===== src/rtl/vga_timing_ctrl.sv =====
// VGA timing sequencer. It generates the pixel-tick enable, the x/y raster
// counters, the sync/blank/frame markers and a one-line-ahead fetch request
// stream with underrun detection. Starting and stopping only happen at frame
// boundaries.
//
// Handshake: fetch_req_o/fetch_line_o stay stable while fetch_req_o=1. A cycle
// with fetch_req_o=1 and fetch_ack_i=1 completes the request, and fetch_req_o
// drops in the following cycle. Ack while fetch_req_o=0 has no effect.
// A request that is still open on the tick entering x=0 of its line is
// dropped and latches underrun_o. An ack in that same cycle still counts as
// in time.
module vga_timing_ctrl #(
    parameter int   CLK_DIV     = 4,
    parameter int   H_VISIBLE   = 640,
    parameter int   H_FRONT     = 16,
    parameter int   H_SYNC      = 96,
    parameter int   H_BACK      = 48,
    parameter int   V_VISIBLE   = 480,
    parameter int   V_FRONT     = 10,
    parameter int   V_SYNC      = 2,
    parameter int   V_BACK      = 33,
    parameter logic SYNC_ACTIVE = 1'b0
) (
    input  logic       clk_sys_i,
    input  logic       reset_async_ni,
    input  logic       enable_i,
    input  logic       clear_underrun_i,
    output logic       pxl_tick_o,
    output logic       hsync_o,
    output logic       vsync_o,
    output logic       visible_o,
    output logic [9:0] x_o,
    output logic [9:0] y_o,
    output logic       frame_start_o,
    output logic       running_o,
    output logic       fetch_req_o,
    output logic [9:0] fetch_line_o,
    input  logic       fetch_ack_i,
    output logic       underrun_o
);

    localparam int H_TOTAL = H_VISIBLE + H_FRONT + H_SYNC + H_BACK;
    localparam int V_TOTAL = V_VISIBLE + V_FRONT + V_SYNC + V_BACK;
    localparam int PW      = $clog2(CLK_DIV);

    localparam logic [PW-1:0] PRESC_LAST = PW'(CLK_DIV - 1);
    localparam logic [9:0]    H_LAST     = 10'(H_TOTAL - 1);
    localparam logic [9:0]    V_LAST     = 10'(V_TOTAL - 1);
    localparam logic [9:0]    H_FETCH    = 10'(H_VISIBLE);
    // Range limits are 11 bits so that an end value of 1024 still compares correctly.
    localparam logic [10:0]   H_VIS_W    = 11'(H_VISIBLE);
    localparam logic [10:0]   V_VIS_W    = 11'(V_VISIBLE);
    localparam logic [10:0]   HS_BEG     = 11'(H_VISIBLE + H_FRONT);
    localparam logic [10:0]   HS_END     = 11'(H_VISIBLE + H_FRONT + H_SYNC);
    localparam logic [10:0]   VS_BEG     = 11'(V_VISIBLE + V_FRONT);
    localparam logic [10:0]   VS_END     = 11'(V_VISIBLE + V_FRONT + V_SYNC);

    typedef enum logic [1:0] {
        S_IDLE     = 2'd0,
        S_RUN      = 2'd1,
        S_STOPPING = 2'd2
    } state_e;

    state_e        state_q, state_d;
    logic [PW-1:0] presc_q, presc_d;
    logic [9:0]    x_q, x_d, y_q, y_d;
    logic [9:0]    fetch_line_q, fetch_line_d;
    logic          hsync_q, hsync_d, vsync_q, vsync_d;
    logic          visible_q, visible_d, frame_start_q, frame_start_d;
    logic          fetch_req_q, fetch_req_d, underrun_q, underrun_d;

    logic          tick, x_wrap, y_wrap, frame_wrap, deadline;
    logic [9:0]    x_nxt, y_nxt, next_line;

    // Raster helpers: pixel tick, counter successors and the line one ahead
    always_comb begin
        tick       = (state_q == S_RUN) && (presc_q == PRESC_LAST);
        x_wrap     = (x_q == H_LAST);
        y_wrap     = (y_q == V_LAST);
        frame_wrap = tick && x_wrap && y_wrap;
        x_nxt      = x_wrap ? 10'd0 : x_q + 10'd1;
        y_nxt      = !x_wrap ? y_q : (y_wrap ? 10'd0 : y_q + 10'd1);
        next_line  = y_wrap ? 10'd0 : y_q + 10'd1;
    end

    // FSM state register
    always_ff @(posedge clk_sys_i or negedge reset_async_ni) begin
        if (!reset_async_ni) state_q <= S_IDLE;
        else                 state_q <= state_d;
    end

    // FSM next state: leave IDLE on enable, stop only at a frame wrap
    always_comb begin
        state_d = state_q;
        case (state_q)
            S_IDLE:     if (enable_i) state_d = S_RUN;
            S_RUN:      if (frame_wrap && !enable_i) state_d = S_STOPPING;
            S_STOPPING: state_d = S_IDLE;
            default:    state_d = S_IDLE;
        endcase
    end

    // FSM outputs: counters, timing outputs and fetch scheduling for the next cycle
    always_comb begin
        presc_d = '0;
        x_d     = '0;
        y_d     = '0;
        if (state_q == S_RUN && state_d == S_RUN) begin
            presc_d = tick ? '0 : presc_q + PW'(1);
            x_d     = tick ? x_nxt : x_q;
            y_d     = tick ? y_nxt : y_q;
        end

        visible_d = (state_d == S_RUN) && ({1'b0, x_d} < H_VIS_W) && ({1'b0, y_d} < V_VIS_W);
        hsync_d   = ((state_d == S_RUN) && ({1'b0, x_d} >= HS_BEG) && ({1'b0, x_d} < HS_END))
                    ? SYNC_ACTIVE : ~SYNC_ACTIVE;
        vsync_d   = ((state_d == S_RUN) && ({1'b0, y_d} >= VS_BEG) && ({1'b0, y_d} < VS_END))
                    ? SYNC_ACTIVE : ~SYNC_ACTIVE;
        frame_start_d = (state_d == S_RUN) && ((state_q == S_IDLE) || frame_wrap);

        // An open request that reaches the first pixel of its line is late
        deadline = tick && fetch_req_q && !fetch_ack_i &&
                   (x_nxt == 10'd0) && (y_nxt == fetch_line_q);

        fetch_req_d  = fetch_req_q && !fetch_ack_i && !deadline;
        fetch_line_d = fetch_line_q;
        // Entering the horizontal blanking starts the fetch of the next visible line
        if (tick && (x_nxt == H_FETCH) && ({1'b0, next_line} < V_VIS_W)) begin
            fetch_req_d  = 1'b1;
            fetch_line_d = next_line;
        end
        if (state_q == S_IDLE && state_d == S_RUN) begin
            fetch_req_d  = 1'b1;
            fetch_line_d = '0;
        end else if (state_d != S_RUN) begin
            fetch_req_d  = 1'b0;
            fetch_line_d = '0;
        end

        // A new underrun wins over a simultaneous clear
        underrun_d = (underrun_q && !clear_underrun_i) || deadline;
    end

    // Datapath registers
    always_ff @(posedge clk_sys_i or negedge reset_async_ni) begin
        if (!reset_async_ni) begin
            presc_q       <= '0;
            x_q           <= '0;
            y_q           <= '0;
            hsync_q       <= ~SYNC_ACTIVE;
            vsync_q       <= ~SYNC_ACTIVE;
            visible_q     <= 1'b0;
            frame_start_q <= 1'b0;
            fetch_req_q   <= 1'b0;
            fetch_line_q  <= '0;
            underrun_q    <= 1'b0;
        end else begin
            presc_q       <= presc_d;
            x_q           <= x_d;
            y_q           <= y_d;
            hsync_q       <= hsync_d;
            vsync_q       <= vsync_d;
            visible_q     <= visible_d;
            frame_start_q <= frame_start_d;
            fetch_req_q   <= fetch_req_d;
            fetch_line_q  <= fetch_line_d;
            underrun_q    <= underrun_d;
        end
    end

    assign pxl_tick_o    = tick;
    assign running_o     = (state_q != S_IDLE);
    assign hsync_o       = hsync_q;
    assign vsync_o       = vsync_q;
    assign visible_o     = visible_q;
    assign x_o           = x_q;
    assign y_o           = y_q;
    assign frame_start_o = frame_start_q;
    assign fetch_req_o   = fetch_req_q;
    assign fetch_line_o  = fetch_line_q;
    assign underrun_o    = underrun_q;

endmodule


===== config.mk =====
export PLATFORM = sky130hd
export DESIGN_NAME = vga_timing_ctrl
export DESIGN_NICKNAME = d
export VERILOG_FILES = /design/src/rtl/vga_timing_ctrl.sv
export SDC_FILE = /design/constraint.sdc
export NUM_CORES = 1
export LEC_CHECK = 0
export ABC_AREA = 1
export CORE_AREA = 4 4 100 102
export DETAILED_ROUTE_END_ITERATION = 6
export DIE_AREA = 0 0 104 106
export PLACE_DENSITY_LB_ADDON = 0.3
export SLEW_MARGIN = 20
export SYNTH_ARGS = -nofsm -noshare
export SYNTH_HDL_FRONTEND = slang
export SYNTH_SLANG_ARGS = --single-unit

===== constraint.sdc =====
create_clock -name clk_sys_i -period 1.98 [get_ports clk_sys_i]
set_input_delay 0.198 -clock clk_sys_i [delete_from_list [all_inputs] [get_ports clk_sys_i]]
set_output_delay 0.198 -clock clk_sys_i [all_outputs]
set_load 0.03 [all_outputs]

==> results of run 1 <==
-- worst max-delay path, delay by kind of cell, from the launching register on --
| kind | cells | cell delay (ps) |
|---|---|---|
| buffers and inverters | 1 | 130 |
| and+or+nand+nor | 14 | 1280 |
| adders and majority gates | 1 | 160 |
| DFF | 1 | 390 |
-- where the power goes --
group          switching (mW)  internal [mW]  leakage, nW
Clock                   0.332          0.380       0.0548
Combinational            2.25           1.75         1.60
Sequential              0.191           1.05        0.505
-- metrics by stage --
stage	TNS (ps)	hold slack (ps)	cell area, µm²	instances
after global routing	-1880	444	4580	660
final	-597	411	4580	660
after global placement	-1630	203	3860	628
after floorplan	0	-97.6	2760	404
after CTS	-218	413	4270	651
after detailed placement	-1960	198	3860	628
-- layout make-up --
class	instances	area, µm²	share of cell area (%)
Tap cell	111	139	3.03
Inverter	58	238	5.19
Sequential cell	40	1010	22.1
Clock buffer	5	68.8	1.50
Clock inverter	3	46.3	1.01
Timing Repair Buffer	148	1320	28.8
Multi-Input combinational cell	295	1760	38.4
-- placed cells by master (no fill, tap or decap), types with 15 or more instances in the layout --
master	count
nand3_1	35
buf_6	16
nand2_1	99
nor2_1	41
clkdlybuf4s50_1	40
dfrtp_1	32
buf_4	86
nand2_2	18
nand4_1	15
inv_1	46
-- cells by family after synthesis --
group	synth area share, %
AND/OR/NAND/NOR	40.1
adder cells (fa/ha/maj)	1.82
flip-flops	36.6
buffers and inverters	10.7
XOR/XNOR	0.958
AO/OA/AOI/OAI	9.85
-- metal layers --
layer  routed length [µm]  share of wire (%)  up-vias  GRT usage [%]
met4                  342                3.4        0           7.31
met1                 4370                 43     1550           23.0
li1                     -                  -     1598              -
met3                  394                3.9       24           2.67
met5                    0                  0        -              0
met2                 4960                 49      112           30.6
-- repair_timing --
item | CTS | global route
pin swaps | 16 | 23
resized for setup | 52 | 60
gates cloned | 0 | 0
endpoints found under the setup margin | 18 | 25
endpoints found under the hold margin | 17 | 0
hold buffers | 1 | 0
buffers inserted | 15 | 14
-- worst paths after layout --
kind | end | slack [ps] | cells after the start
worst max-delay path | fetch_req_o$_DFF_PN0_ | -90 | 16
worst max register to register | fetch_req_o$_DFF_PN0_ | -90 | 16
min in group clk_sys_i | presc_q[0]$_DFF_PN0_ | 450 | 1
worst min-delay path | x_o[1]$_DFF_PN0_ | 410 | 2
max in group asynchronous | vsync_o$_DFF_PN1_ | 990 | 3
worst min register to register | presc_q[0]$_DFF_PN0_ | 450 | 1
-- state kept, by name, indices dropped and copies added (netlist names) --
signal         flops
frame_start_o      1
vsync_o            1
visible_o          1
state_q            2
fetch_line_o      10
x_o               10
presc_q            2
y_o               10
hsync_o            1
fetch_req_o        1
underrun_o         1
==> reports/metrics.csv, run 1 <==
metric;value;unit
dp_hpwl;7140;µm
grt_pass1_vias;3179;
seq_area_frac_synth;36.6;%
drt_iter0_drc;148;
overflow;0;
grt_pass1_wl;15900;µm
diodes;0;
clkTransAtPathRegs;90;ps
first_pass_iters;5;
p_leak;2.16;nW
power;5.95;mW
synth_top_area_share;34.7;%
critPathLaunch;x_o[1]$_DFF_PN0_;
via_per_inst;4.98;
ant_nets;0;
status;finished with violations;
syn_area_per_cell;6.79;µm²
end_kind;register;
grt_antenna_before_repair;0;
die-area;0.0110;mm²
wirelength;10100;µm
cts.path.max_buffers;2;
nNetsFinal;557;
initial_core_util;30.1;%
setup_ws;-92.6;ps
critPathRequiredTime;2180;ps
max_stage_delay;390;ps
clock_skew;6.08;ps
fin_util;50.2;%
gp_routability_congestion;0.975;
synthesis.nets;413;
rows;35;
synthTopCellsByArea;dfrtp_1 (35%), nand2_1 (16%), nand3_1 (8.0%);
pre_cts_ws;-210;ps
synth_area;0.00274;mm²
finalCritPeriodShare;105;%
grt_max_degree;23;
critical_path_arrival;2270;ps
max_freq;0.482;GHz
synth_ff_type;dfrtp_1;
core;0.00911;mm²
die_x;104;µm
drc;0;
vias;3284;
area_delta_synth_final;66.9;%
final.fill_count;889;
rr_startpoint;x_o[1]$_DFF_PN0_;
synth_most_common_cell;nand2_1;
rsz0062_at_grt;yes;
synth_common_cells;nand2_1 (117), inv_1 (52), nor2_1 (47), nand3_1 (44), dfrtp_1 (38);
grt_usage;18.0;%
ys_seq_elements;40;
cp_cell_sequence;ha_4, nand3_4, nor2_4, nand2_4, inv_6, nand2_1, nand2_2, nor2_1, nor2_1, nand3_1, nor2_1, nand3_1, nand2_1, nand2_1, nand2_1, nand2_1;
yosysTopAreaCell;dfrtp_1;
cts_tree;yes;
die_h;106;µm
timing.final.crit_period;2070;ps
slew_viol_final;0;
htreeDepth;2;
ys_types;35;
clock_latency;300;ps
timing.critical_path.mode_cell;nand2_1;
tightest_slew;531;ps
synth_edf_count;0;
drive_gt1_share;37.7;%
postSynthCellCount;404;
critPathSlowestCell;dfrtp_2;
synth_warnings;0;
cts.sinks;40;
io_buffers;42;
hold_violations;0;
start_kind;register;
synth-async-reset-ratio;100;%
root_buffer;clkbuf_8;
cts_made_buffers;5;
hp-class;input pin to asynchronous set/reset pin;
cp_max_fo;9;
setup-violations-final;12;
avgRoutedWirePerCell;15.2;µm
p_per_area;1300;mW/mm²
peakVddDrop;641;µV
drv_cap;0;
slew_headroom;64.6;%
worstSetupPathType;register to register;
violations;negative setup slack;
num_io_pins;43;
Note: power is estimated with default switching activity, not from simulation.
==> inputs of run 2 (changes only) <==
--- a/config.mk
+++ b/config.mk
@@ -10,7 +10,6 @@
 export DETAILED_ROUTE_END_ITERATION = 6
 export DIE_AREA = 0 0 104 106
 export PLACE_DENSITY_LB_ADDON = 0.3
-export SLEW_MARGIN = 20
 export SYNTH_ARGS = -nofsm -noshare
 export SYNTH_HDL_FRONTEND = slang
 export SYNTH_SLANG_ARGS = --single-unit
==> constraint.sdc (replaced) <==
create_clock -name clk_sys_i -period 1.98 [get_ports clk_sys_i]
set_input_delay 0.198 -clock clk_sys_i [delete_from_list [all_inputs] [get_ports clk_sys_i]]
set_output_delay 0.198 -clock clk_sys_i [all_outputs]
set_load 0.005 [all_outputs]
==> reports/metrics.csv, run 2 (synthesized netlist as in run 1, its figures left out) <==
metric;value;unit;change
status;finished with violations;;unchanged
violations;negative setup slack;;unchanged
worstSetupPathType;register to register;;unchanged
slew_headroom;64.2;%;was 64.6%
critical_path_arrival;2370;ps;was 2270 ps
setup_ws;-157;ps;was -92.6 ps
critPathRequiredTime;2210;ps;was 2180 ps
cp_max_fo;7;;was 9
drive_gt1_share;38.7;%;was 37.7%
overflow;0;;unchanged
drv_cap;0;;unchanged
fin_area;0.00460;mm²;was 0.00458 mm²
swShare;42.6;%;was 46.5%
critPathSlowestCell;dfrtp_1;;was dfrtp_2
die-area;0.0110;mm²;unchanged
drc;0;;unchanged
avgRoutedWirePerCell;14.9;µm;was 15.2 µm
clock_latency;300;ps;about the same
slew_viol_final;0;;unchanged
pre_cts_ws;-231;ps;was -210 ps
critPathTopFamily;simple AND/OR/NAND/NOR gates;;unchanged
tightest_slew;531;ps;about the same
die_x;104;µm;unchanged
diodes;0;;unchanged
grt_antenna_before_repair;0;;unchanged
vias;3251;;was 3284
start_kind;register;;unchanged
grt_pass1_wl;15200;µm;was 15900 µm
final_common_cell;buf_4;;was nand2_1
p_leak;2.18;nW;was 2.16 nW
grt_pass1_vias;3014;;was 3179
initial_core_util;30.1;%;unchanged
htreeDepth;2;;unchanged
io_buffers;42;;unchanged
gp_routability_congestion;0.934;;was 0.975
first_pass_iters;4;;was 5
drt_iter0_drc;252;;was 148
cts.path.max_buffers;2;;unchanged
hold_violations;0;;unchanged
clock_skew;9.15;ps;was 6.08 ps
fin_util;50.5;%;was 50.2%
placed_area;0.00389;mm²;was 0.00386 mm²
max_stage_delay;430;ps;was 390 ps
grt_max_degree;23;;unchanged
multi_input_comb_area;0.00177;mm²;was 0.00176 mm²
dp_hpwl;7300;µm;was 7140 µm
final.fill_count;891;;was 889
cts_made_buffers;5;;unchanged
timing.final.crit_period;2140;ps;was 2070 ps
cts.sinks;40;;unchanged
combPwrFrac;64.9;%;was 67.1%
core;0.00911;mm²;unchanged
finalCritPeriodShare;108;%;was 105%
ant_nets;0;;unchanged
end_kind;register;;unchanged
pwr-share-clk;12.5;%;was 12.0%
cp_num_cells;17;;was 16
p_per_area;1220;mW/mm²;was 1300 mW/mm²
placedCellCount;633;;was 628
intPower;3.23;mW;was 3.18 mW
final_cells;667;;was 660
rows;35;;unchanged
rsz0062_at_grt;yes;;unchanged
clkTransAtPathRegs;90;ps;about the same
critical_path_buf_inv_count;5;;was 1
wirelength;9970;µm;was 10100 µm
cts_tree;yes;;unchanged
hp-class;input pin to asynchronous set/reset pin;;unchanged
peakVddDrop;697;µV;was 641 µV
nNetsFinal;564;;was 557
ff_latch_area;0.00101;mm²;about the same
via_per_inst;4.87;;was 4.98
layout_common_cells;buf_4 (96), nand2_1 (93), inv_1 (49);;was nand2_1 (99), buf_4 (86), inv_1 (46)
pwr-share-seq;22.5;%;was 20.9%
max_freq;0.468;GHz;was 0.482 GHz
die_h;106;µm;unchanged
grt_usage;17.1;%;was 18.0%
setup_tns;-1060;ps;was -597 ps
setup-violations-final;15;;was 12
cp_cell_sequence;inv_2, ha_4, nand2_2, nor2_2, nand3_1, buf_6, buf_4, nand3_1, nand3_2, nand2_2, nor2_1, nand2_1, nor2_2, nand3_2, buf_4, buf_6, o21ai_2;;was ha_4, nand3_4, nor2_4, nand2_4, inv_6, nand2_1, nand2_2, nor2_1, nor2_1, nand3_1, nor2_1, nand3_1, nand2_1, nand2_1, nand2_1, nand2_1
p_switching;2.40;mW;was 2.77 mW
area_delta_synth_final;67.7;%;was 66.9%
reg2regPathDepth;17;;was 16
root_buffer;clkbuf_8;;unchanged
num_io_pins;43;;unchanged
-- run 2: changes by cell type in the layout (fill, tap and decap cells not counted), moves of 5 or more --
cell | before | now
buf_4 | 86 | 96
nand3_2 | 6 | 11
nand2_1 | 99 | 93
o21ai_0 | 4 | 9
nor2_1 | 41 | 36
nor2_2 | 6 | 11
nand2_4 | 2 | 8
-- run 2: metrics by stage --
| stage | total power [mW] | hold WS [ps] |
|---|---|---|
| floorplan | 2.66 | -97.6 |
| global placement | 4.29 | 189 |
| detailed placement | 4.31 | 194 |
| CTS | 5.20 | 410 |
| global route | 6.04 | 427 |
| finish | 5.63 | 398 |
-- run 2: power groups by stage --
stage,sequential (mW),clock (mW),combinational (mW)
after global placement,1.25,0,3.04
after detailed placement,1.26,0,3.05
after global routing,1.29,0.748,4.00
after floorplan,1.32,0,1.34
final,1.27,0.705,3.66
after CTS,1.25,0.711,3.24
-- run 2: worst reg2reg max path, cell delays in order (launching register included) --
cell and delay (ps):
dfrtp_1 430, inv_2 80, ha_4 180, nand2_2 60, nor2_2 40, nand3_1 90
buf_6 160, buf_4 140, nand3_1 90, nand3_2 80, nand2_2 50, nor2_1 100
nand2_1 70, nor2_2 120, nand3_2 90, buf_4 150, buf_6 110, o21ai_2 40
-- run 2: final cells by class --
type	count	area share [%]
Clock inverter	3	0.925
Timing Repair Buffer	154	28.9
Tap cell	111	3.02
Clock buffer	5	1.50
Timing Repair inverter	1	0.136
Multi-Input combinational cell	295	38.4
Sequential cell	40	21.9
Inverter	58	5.30
-- run 2: per-layer routing --
layer	vias to the layer above	GRT usage (%)	share of wire (%)
met3	13	1.94	5.5
met4	0	4.08	1.5
li1	1606	-	-
met2	84	29.7	49
met1	1548	22.7	44
met5	-	0	0
-- run 2: timing repair --
action | 4_1_cts | 5_1_grt
resized for setup | 30 | 83
setup buffers | 3 | 21
hold buffers | 1 | 0
gates cloned | 0 | 1
endpoints found under the setup margin | 18 | 28
pin swaps | 16 | 32
endpoints found under the hold margin | 18 | 0
-- run 2: final timing paths --
| kind | startpoint | end | slack [ps] |
|---|---|---|---|
| setup / recovery | y_o[1]$_DFF_PN0_ | underrun_o$_DFF_PN0_ | -160 |
| hold / removal | reset_async_ni | x_o[4]$_DFF_PN0_ | 400 |
| setup reg to reg | y_o[1]$_DFF_PN0_ | underrun_o$_DFF_PN0_ | -160 |
| hold reg to reg | presc_q[0]$_DFF_PN0_ | presc_q[0]$_DFF_PN0_ | 440 |
| max in group asynchronous | reset_async_ni | vsync_o$_DFF_PN1_ | 1000 |
| min in group clk_sys_i | presc_q[0]$_DFF_PN0_ | presc_q[0]$_DFF_PN0_ | 440 |
==> inputs of run 3 (changes only) <==
--- a/config.mk
+++ b/config.mk
@@ -10,6 +10,7 @@
 export DETAILED_ROUTE_END_ITERATION = 6
 export DIE_AREA = 0 0 104 106
 export PLACE_DENSITY_LB_ADDON = 0.3
+export SLEW_MARGIN = 20
 export SYNTH_ARGS = -nofsm -noshare
 export SYNTH_HDL_FRONTEND = slang
 export SYNTH_SLANG_ARGS = --single-unit
==> results of run 3 <==
Same layout as run 2: the final DEF is identical, and so are final timing and power.
